`config.mk`:
```
export PLATFORM = sky130hd
export DESIGN_NAME = riscv_muldiv
export DESIGN_NICKNAME = d
export VERILOG_FILES = /design/src/rtl/riscv_pkg.sv /design/src/rtl/riscv_div_iter.sv /design/src/rtl/riscv_muldiv.sv
export SDC_FILE = /design/constraint.sdc
export NUM_CORES = 1
export LEC_CHECK = 0
export ABC_AREA = 1
export BUFFER_PORTS_ARGS = -buffer_cell sky130_fd_sc_hd__buf_2
export CORE_ASPECT_RATIO = 0.8
export CORE_MARGIN = 2
export CORE_UTILIZATION = 50
export DETAILED_ROUTE_END_ITERATION = 16
export MAX_ROUTING_LAYER = met4
export PLACE_DENSITY_LB_ADDON = 0.05
export SLEW_MARGIN = 20
export SYNTH_ARGS = -nofsm -noshare
export SYNTH_HDL_FRONTEND = slang
export SYNTH_HIERARCHICAL = 1
export SYNTH_SLANG_ARGS = --single-unit
```
`constraint.sdc`:
```
create_clock -name clk -period 5.9 [get_ports clk]
set_clock_uncertainty 0.15 [all_clocks]
set_input_delay 0.59 -clock clk [delete_from_list [all_inputs] [get_ports clk]]
set_output_delay 0.59 -clock clk [all_outputs]
set_load 0.02 [all_outputs]
```
`src/rtl/riscv_pkg.sv`:
```
// Shared types for the RISC-V M-extension multiply/divide unit.
package riscv_pkg;

  localparam int RV_XLEN = 32;

  typedef logic [RV_XLEN-1:0] xlen_t;
  typedef logic [4:0]         reg_addr_t;

  // funct7 value that selects the M extension within OPCODE_OP
  localparam logic [6:0] OPCODE_OP_FUNCT7_MULDIV = 7'b0000001;

  // Operation encoding equals the RV32M funct3 field
  typedef enum logic [2:0] {
    MDU_MUL    = 3'd0,
    MDU_MULH   = 3'd1,
    MDU_MULHSU = 3'd2,
    MDU_MULHU  = 3'd3,
    MDU_DIV    = 3'd4,
    MDU_DIVU   = 3'd5,
    MDU_REM    = 3'd6,
    MDU_REMU   = 3'd7
  } mdu_op_e;

endpackage

```
`src/rtl/riscv_div_iter.sv`:
```
// Restoring divider on unsigned magnitudes: one quotient bit per cycle,
// XLEN cycles after start; done_o is high during the final step cycle.
module riscv_div_iter #(
  parameter int XLEN = 32
) (
  input  logic            clk,
  input  logic            rst,
  input  logic            kill_i,
  input  logic            start_i,
  input  logic [XLEN-1:0] dividend_i,
  input  logic [XLEN-1:0] divisor_i,
  output logic            done_o,
  output logic [XLEN-1:0] quotient_o,
  output logic [XLEN-1:0] remainder_o
);

  localparam int CW = $clog2(XLEN);

  logic            busy_q, busy_d;
  logic [CW-1:0]   cnt_q, cnt_d;
  logic [XLEN-1:0] quo_q, quo_d;
  logic [XLEN-1:0] rem_q, rem_d;
  logic [XLEN-1:0] dvs_q, dvs_d;
  logic [XLEN:0]   shifted;
  logic [XLEN:0]   trial;

  assign done_o      = busy_q && (cnt_q == CW'(XLEN - 1));
  assign quotient_o  = quo_q;
  assign remainder_o = rem_q;

  // Next state: load on start, otherwise one shift/trial-subtract per cycle
  always_comb begin
    busy_d  = busy_q;
    cnt_d   = cnt_q;
    quo_d   = quo_q;
    rem_d   = rem_q;
    dvs_d   = dvs_q;
    shifted = {rem_q, quo_q[XLEN-1]};
    trial   = shifted - {1'b0, dvs_q};
    if (start_i) begin
      busy_d = 1'b1;
      cnt_d  = '0;
      quo_d  = dividend_i;
      rem_d  = '0;
      dvs_d  = divisor_i;
    end else if (busy_q) begin
      // A clear borrow bit means the shifted remainder covered the divisor
      if (!trial[XLEN]) begin
        rem_d = trial[XLEN-1:0];
        quo_d = {quo_q[XLEN-2:0], 1'b1};
      end else begin
        rem_d = shifted[XLEN-1:0];
        quo_d = {quo_q[XLEN-2:0], 1'b0};
      end
      cnt_d = cnt_q + CW'(1);
      if (done_o) busy_d = 1'b0;
    end
    if (kill_i) busy_d = 1'b0;
  end

  // State registers
  always_ff @(posedge clk) begin
    if (rst) begin
      busy_q <= 1'b0;
      cnt_q  <= '0;
      quo_q  <= '0;
      rem_q  <= '0;
      dvs_q  <= '0;
    end else begin
      busy_q <= busy_d;
      cnt_q  <= cnt_d;
      quo_q  <= quo_d;
      rem_q  <= rem_d;
      dvs_q  <= dvs_d;
    end
  end

endmodule

```
`src/rtl/riscv_muldiv.sv`:
```
// RISC-V M-extension unit: iterative shift-add multiply (or single-cycle
// when FAST_MUL), iterative divide in riscv_div_iter, sign fix-up, and a
// one-cycle out_valid pulse. Corner cases bypass straight to DONE.
module riscv_muldiv
  import riscv_pkg::*;
#(
  parameter int XLEN     = 32,
  parameter bit FAST_MUL = 1'b0
) (
  input  logic            clk,
  input  logic            rst,
  input  logic            in_valid,
  output logic            in_ready,
  input  mdu_op_e         in_op,
  input  logic [XLEN-1:0] in_a,
  input  logic [XLEN-1:0] in_b,
  input  reg_addr_t       in_rd,
  input  logic            flush,
  output logic            out_valid,
  output logic [XLEN-1:0] out_result,
  output reg_addr_t       out_rd
);

  localparam int CW = $clog2(XLEN);

  typedef enum logic [1:0] {S_IDLE, S_CALC, S_FIX, S_DONE} state_e;

  state_e            state_q, state_d;
  logic [CW-1:0]     cnt_q, cnt_d;
  mdu_op_e           op_q, op_d;
  reg_addr_t         rd_q, rd_d, out_rd_q, out_rd_d;
  logic              neg_q, neg_d;
  logic [XLEN-1:0]   mcand_q, mcand_d, result_q, result_d;
  logic [2*XLEN-1:0] prod_q, prod_d;

  logic a_sgn, b_sgn, a_neg, b_neg, in_is_div, div_zero, div_ovf, shortcut;
  logic accept, div_start, div_done, calc_last;
  logic [XLEN-1:0]   a_mag, b_mag, short_res, fast_res, quo, rem, div_pick, div_res, fix_res;
  logic [XLEN:0]     mul_sum;
  logic [2*XLEN-1:0] prod_fix;

  assign in_ready   = (state_q == S_IDLE) && !rst;
  assign accept     = in_ready && in_valid && !flush;
  assign out_valid  = (state_q == S_DONE) && !flush && !rst;
  assign out_result = rst ? '0 : result_q;
  assign out_rd     = rst ? '0 : out_rd_q;

  // Request decode: signedness, magnitudes and the cases that skip CALC
  always_comb begin
    a_sgn     = (in_op == MDU_MULH) || (in_op == MDU_MULHSU) || (in_op == MDU_DIV) || (in_op == MDU_REM);
    b_sgn     = (in_op == MDU_MULH) || (in_op == MDU_DIV) || (in_op == MDU_REM);
    a_neg     = a_sgn && in_a[XLEN-1];
    b_neg     = b_sgn && in_b[XLEN-1];
    a_mag     = a_neg ? -in_a : in_a;
    b_mag     = b_neg ? -in_b : in_b;
    in_is_div = (in_op >= MDU_DIV);
    div_zero  = in_is_div && (in_b == '0);
    div_ovf   = ((in_op == MDU_DIV) || (in_op == MDU_REM)) &&
                (in_a == {1'b1, {(XLEN-1){1'b0}}}) && (in_b == '1);
    shortcut  = div_zero || div_ovf || (!in_is_div && FAST_MUL);
    if (div_zero)
      short_res = ((in_op == MDU_DIV) || (in_op == MDU_DIVU)) ? '1 : in_a;
    else if (div_ovf)
      short_res = (in_op == MDU_DIV) ? in_a : '0;
    else
      short_res = fast_res;
  end

  generate
    if (FAST_MUL) begin : g_fast_mul
      logic [2*XLEN-1:0] fa, fb, fp;
      assign fa = {{XLEN{a_sgn && in_a[XLEN-1]}}, in_a};
      assign fb = {{XLEN{b_sgn && in_b[XLEN-1]}}, in_b};
      assign fp = fa * fb;
      assign fast_res = (in_op == MDU_MUL) ? fp[XLEN-1:0] : fp[2*XLEN-1:XLEN];
    end else begin : g_iter_mul
      assign fast_res = '0;
    end
  endgenerate

  assign div_start = accept && in_is_div && !shortcut;

  riscv_div_iter #(.XLEN(XLEN)) u_div (
    .clk         (clk),
    .rst         (rst),
    .kill_i      (flush),
    .start_i     (div_start),
    .dividend_i  (a_mag),
    .divisor_i   (b_mag),
    .done_o      (div_done),
    .quotient_o  (quo),
    .remainder_o (rem)
  );

  // Datapath helpers: shift-add step and sign/word selection for FIX
  always_comb begin
    mul_sum   = {1'b0, prod_q[2*XLEN-1:XLEN]} + (prod_q[0] ? {1'b0, mcand_q} : '0);
    prod_fix  = neg_q ? -prod_q : prod_q;
    div_pick  = ((op_q == MDU_REM) || (op_q == MDU_REMU)) ? rem : quo;
    div_res   = neg_q ? -div_pick : div_pick;
    if (op_q >= MDU_DIV)
      fix_res = div_res;
    else if (op_q == MDU_MUL)
      fix_res = prod_fix[XLEN-1:0];
    else
      fix_res = prod_fix[2*XLEN-1:XLEN];
    calc_last = (op_q >= MDU_DIV) ? div_done : (cnt_q == CW'(XLEN - 1));
  end

  // FSM next state and datapath updates; flush overrides everything
  always_comb begin
    state_d  = state_q;
    cnt_d    = cnt_q;
    op_d     = op_q;
    rd_d     = rd_q;
    neg_d    = neg_q;
    mcand_d  = mcand_q;
    prod_d   = prod_q;
    result_d = result_q;
    out_rd_d = out_rd_q;
    case (state_q)
      S_IDLE: begin
        if (accept) begin
          op_d    = in_op;
          rd_d    = in_rd;
          neg_d   = ((in_op == MDU_REM) || (in_op == MDU_REMU)) ? a_neg : (a_neg ^ b_neg);
          mcand_d = b_mag;
          prod_d  = {{XLEN{1'b0}}, a_mag};
          cnt_d   = '0;
          if (shortcut) begin
            state_d  = S_DONE;
            result_d = short_res;
            out_rd_d = in_rd;
          end else begin
            state_d = S_CALC;
          end
        end
      end
      S_CALC: begin
        cnt_d = cnt_q + CW'(1);
        if (op_q < MDU_DIV) prod_d = {mul_sum, prod_q[XLEN-1:1]};
        if (calc_last) state_d = S_FIX;
      end
      S_FIX: begin
        state_d  = S_DONE;
        result_d = fix_res;
        out_rd_d = rd_q;
      end
      S_DONE:  state_d = S_IDLE;
      default: state_d = S_IDLE;
    endcase
    if (flush) begin
      state_d  = S_IDLE;
      result_d = result_q;
      out_rd_d = out_rd_q;
    end
  end

  // State and datapath registers
  always_ff @(posedge clk) begin
    if (rst) begin
      state_q  <= S_IDLE;
      cnt_q    <= '0;
      op_q     <= MDU_MUL;
      rd_q     <= '0;
      neg_q    <= 1'b0;
      mcand_q  <= '0;
      prod_q   <= '0;
      result_q <= '0;
      out_rd_q <= '0;
    end else begin
      state_q  <= state_d;
      cnt_q    <= cnt_d;
      op_q     <= op_d;
      rd_q     <= rd_d;
      neg_q    <= neg_d;
      mcand_q  <= mcand_d;
      prod_q   <= prod_d;
      result_q <= result_d;
      out_rd_q <= out_rd_d;
    end
  end

endmodule
```
==> impl_results.md <==
- Clock slew seen by the registers of the worst setup and hold paths: 0.07 ns
- Flip-flop and latch area: 0.00503 sq mm
- Number of violations reported at the end of detailed-routing iteration 0: 2,996
- Sink count of the clock tree: 251
- Number of gates resized after cts: 0
- Number of placement rows: 68
- Initial antenna violation count: 1
- DR pass1 iterations: 5
- Top cell type by total area after synthesis: dfxtp_1
- GRT overflow: 0
- Final Cycle Share: 68.0%
- Top-area cell type share of the netlist area: 22.9%
- Setup repair after global routing missed its margin: false
- Commonest cells in the netlist: nand2_1, inv_1, nor2_1
- Crit path time final: 4.01 ns
- Final-report hold violation count: 0
- Net switching component of the power: 1850 uW
- Sequential fraction of the synthesis area: 22.9%
- Count of port buffers added during placement: 114
- TritonCTS buffer count: 29
- Pin count of the biggest net entering global routing: 60
- HPWL after DPL: 68.1 mm
- Status: complete, no violations
- Achievable Freq: 0.249 GHz
- Internal cell power: 3150 uW
- Worst path slowest cell: nor3_1
- Ports: 115
- Part of the total power dissipated in sequential elements: 35.9%
- Setup violators final: 0
- Via count: 25.1k
- Clk Tree Root Cell: clkbuf_16
- Post-Route Hold Slack: 0.130 ns
- Leakage power: 0.0123 uW
- Switching fraction of total power: 37.0%
- Multi-input logic area: 0.0140 sq mm
- Via/cell ratio: 5.57
- Maximum root-to-sink buffer count: 3
- Slack of the critical path: 1.89 ns
- Actual slew at the worst max-slew pin: 1.09 ns
- Vias in the first global route: 21.6k
- Weighted congestion at the end of routability-driven global placement: 1.05
- Die H: 191 um
- Fraction of final layout cells sized beyond drive strength 1: 6.54%
- Required arrival time at the worst endpoint: 6.26 ns
- Filler Cell Count: 4,777
- Core Region: 0.0431 sq mm
- Buffers inserted during post-CTS setup optimization: 0
- Leading post-synthesis cells by cell area: dfxtp_1, nand2_1, inv_1, nand3_1, nor2_1
- Part of the power in the clock network: 36.1%
- Highest fanout seen on the critical path: 37
- Sort of element at the end of the critical path: register
- Worst slack, placed: 1.48 ns
- Clk Latency, worst-skew pair: 0.59 ns
- Syn_area_per_cell: 5.62 sq um
- Number of synthesized flops with an enable pin: 0
- Wire length per cell: 19.2 um
- CP delay by family, top: simple AND/OR/NAND/NOR gates
- Unique cell type count in the Yosys netlist: 57
- Max-slew violations: 0
- Worst slew margin: 27.6%
- Relative contribution of combinational cells to total power: 28.1%
- FFs w/ async S/R, synth: 0%
- Cells along the critical path: buf_2 > inv_1 > ha_1 > nand3_1 > nor2_1 > nand2_1 > nor3_1 > nand3_1 > nand2_1 > nor2_2 > buf_4 > nor2_1 > buf_4 > inv_1 > o21ai_0 > o21ai_0 > inv_1
- Area of all placed cells without fillers: 0.0237 sq mm
- Residual DRC count: 0
- CTS tree: yes
- Crit path top cell by count: inv_1
- YS warnings: 6
- Post-synthesis sequential element count: 251
- Die X: 238 um
- Critical Setup Path Class: primary input to register
- Total instance count after detailed placement: 4,457
- Routed Wire Length: 86.6 mm
- Total die area: 0.0455 sq mm
- Type of the tightest min-delay check: primary input to register
- Gate Count Post-Synth: 3,894
- Area growth syn-to-layout: 8.10%
- Nets: 4,083
- Wire length of the first global-routing pass: 131 mm
- Largest voltage drop on the vdd net: 0.000249 V
- Total power per unit cell area: 211 mW/mm^2
- Post-synthesis net count: 4,049
- Final total negative setup slack: 0 ns
- Dpl cell area: 0.0228 sq mm
- Number of hold buffers added after cts: 0
- Initial core utilization: 50.8%
- Area of the mapped netlist: 0.0219 sq mm
- Post-route antenna net violation count: 0
- Global Route Usage Sum: 38.4%
- Library cell with the highest instance count after synthesis: nand2_1
- Peak per-stage delay on the critical path: 0.65 ns
- Crit path buf inv count: 6
- Max-capacitance violation count: 0
- Finished Layout Cells: 4,507
- Htree depth: 1
- Prevailing post-synth register cell: dfxtp_1
- Critical Path Source Type: primary input
- Arr. time, crit path: 4.37 ns
[worst paths after layout]
kind	start	cells past startpoint	to	slack, ns
worst max-delay path	in_a[0]	17	u_div/quotient_o[21]$_SDFFE_PP0P_	1.89
worst min-delay path	in_rd[0]	3	rd_q[0]$_SDFFE_PP0P_	0.13
worst max register to register	state_q[0]$_SDFFE_PP0P_	12	prod_q[2]$_SDFFE_PP0P_	2.02
worst min register to register	u_div/dvs_q[12]$_SDFFE_PP0P_	2	u_div/dvs_q[12]$_SDFFE_PP0P_	0.31
[cell type report]
| cell class | instances | share of cell area [%] |
|---|---|---|
| Multi-Input combinational cell | 2911 | 59.2 |
| Inverter | 590 | 9.37 |
| Clock buffer | 35 | 3.29 |
| Tap cell | 560 | 2.96 |
| Timing Repair Buffer | 145 | 3.40 |
| Clock inverter | 13 | 0.539 |
| Sequential cell | 251 | 21.2 |
| Antenna cell | 2 | 0.0211 |
[flip-flops by register name, summed over array words and instances, names as in the netlist]
| signal | cells |
|---|---|
| result_q | 32 |
| u_div/quotient_o | 32 |
| cnt_q | 5 |
| out_rd_q | 5 |
| rd_q | 5 |
| op_q | 3 |
| state_q | 2 |
| u_div/busy_q | 1 |
| mcand_q | 32 |
| prod_q | 64 |
| u_div/cnt_q | 5 |
| neg_q | 1 |
| u_div/remainder_o | 32 |
| u_div/dvs_q | 32 |
[cell families after synthesis]
group / after synthesis / share of synthesized area [%]
xor+xnor: 88 / 3.52
flops: 251 / 22.9
simple gates: 2112 / 40.3
compound gates: 632 / 15.6
buf+inv: 732 / 13.1
fa+ha+maj: 79 / 4.58
[metrics by stage]
stage               power [uW]  utilization, %
global placement          3180            52.8
CTS                       4980            54.9
floorplan                 2760               -
global route              5230            54.9
finish                    5000            54.9
detailed placement        3180            52.8
[routing by layer]
layer	wire, um	track usage (%)
met4	3020	12.3
met2	33200	51.5
met3	9140	6.38
met5	0	-
met1	41200	57.4
[power groups by stage]
stage	Clock [uW]	Sequential, uW	Combinational [uW]
final	1800	1790	1400
after global routing	1890	1800	1540
after CTS	1830	1790	1360
after detailed placement	0	1830	1350
after global placement	0	1830	1350
after floorplan	0	1800	958
[worst min-delay path, cell delays in order]
cell and delay [ns]:
buf_2 0.09, inv_1 0.05, o21ai_0 0.07
[layout by cell type, fill, tap and decap left out, types with 32 or more instances in the layout]
cell     count
buf_2      113
o21ai_0    218
nand2_1   1205
nand4_1     47
a21oi_1    279
inv_1      573
buf_4       32
dfxtp_1    249
ha_1        77
o21ai_1     49
xor2_1      72
nand3_1    344
nor2_1     411
(Power assumes the default switching activity.)
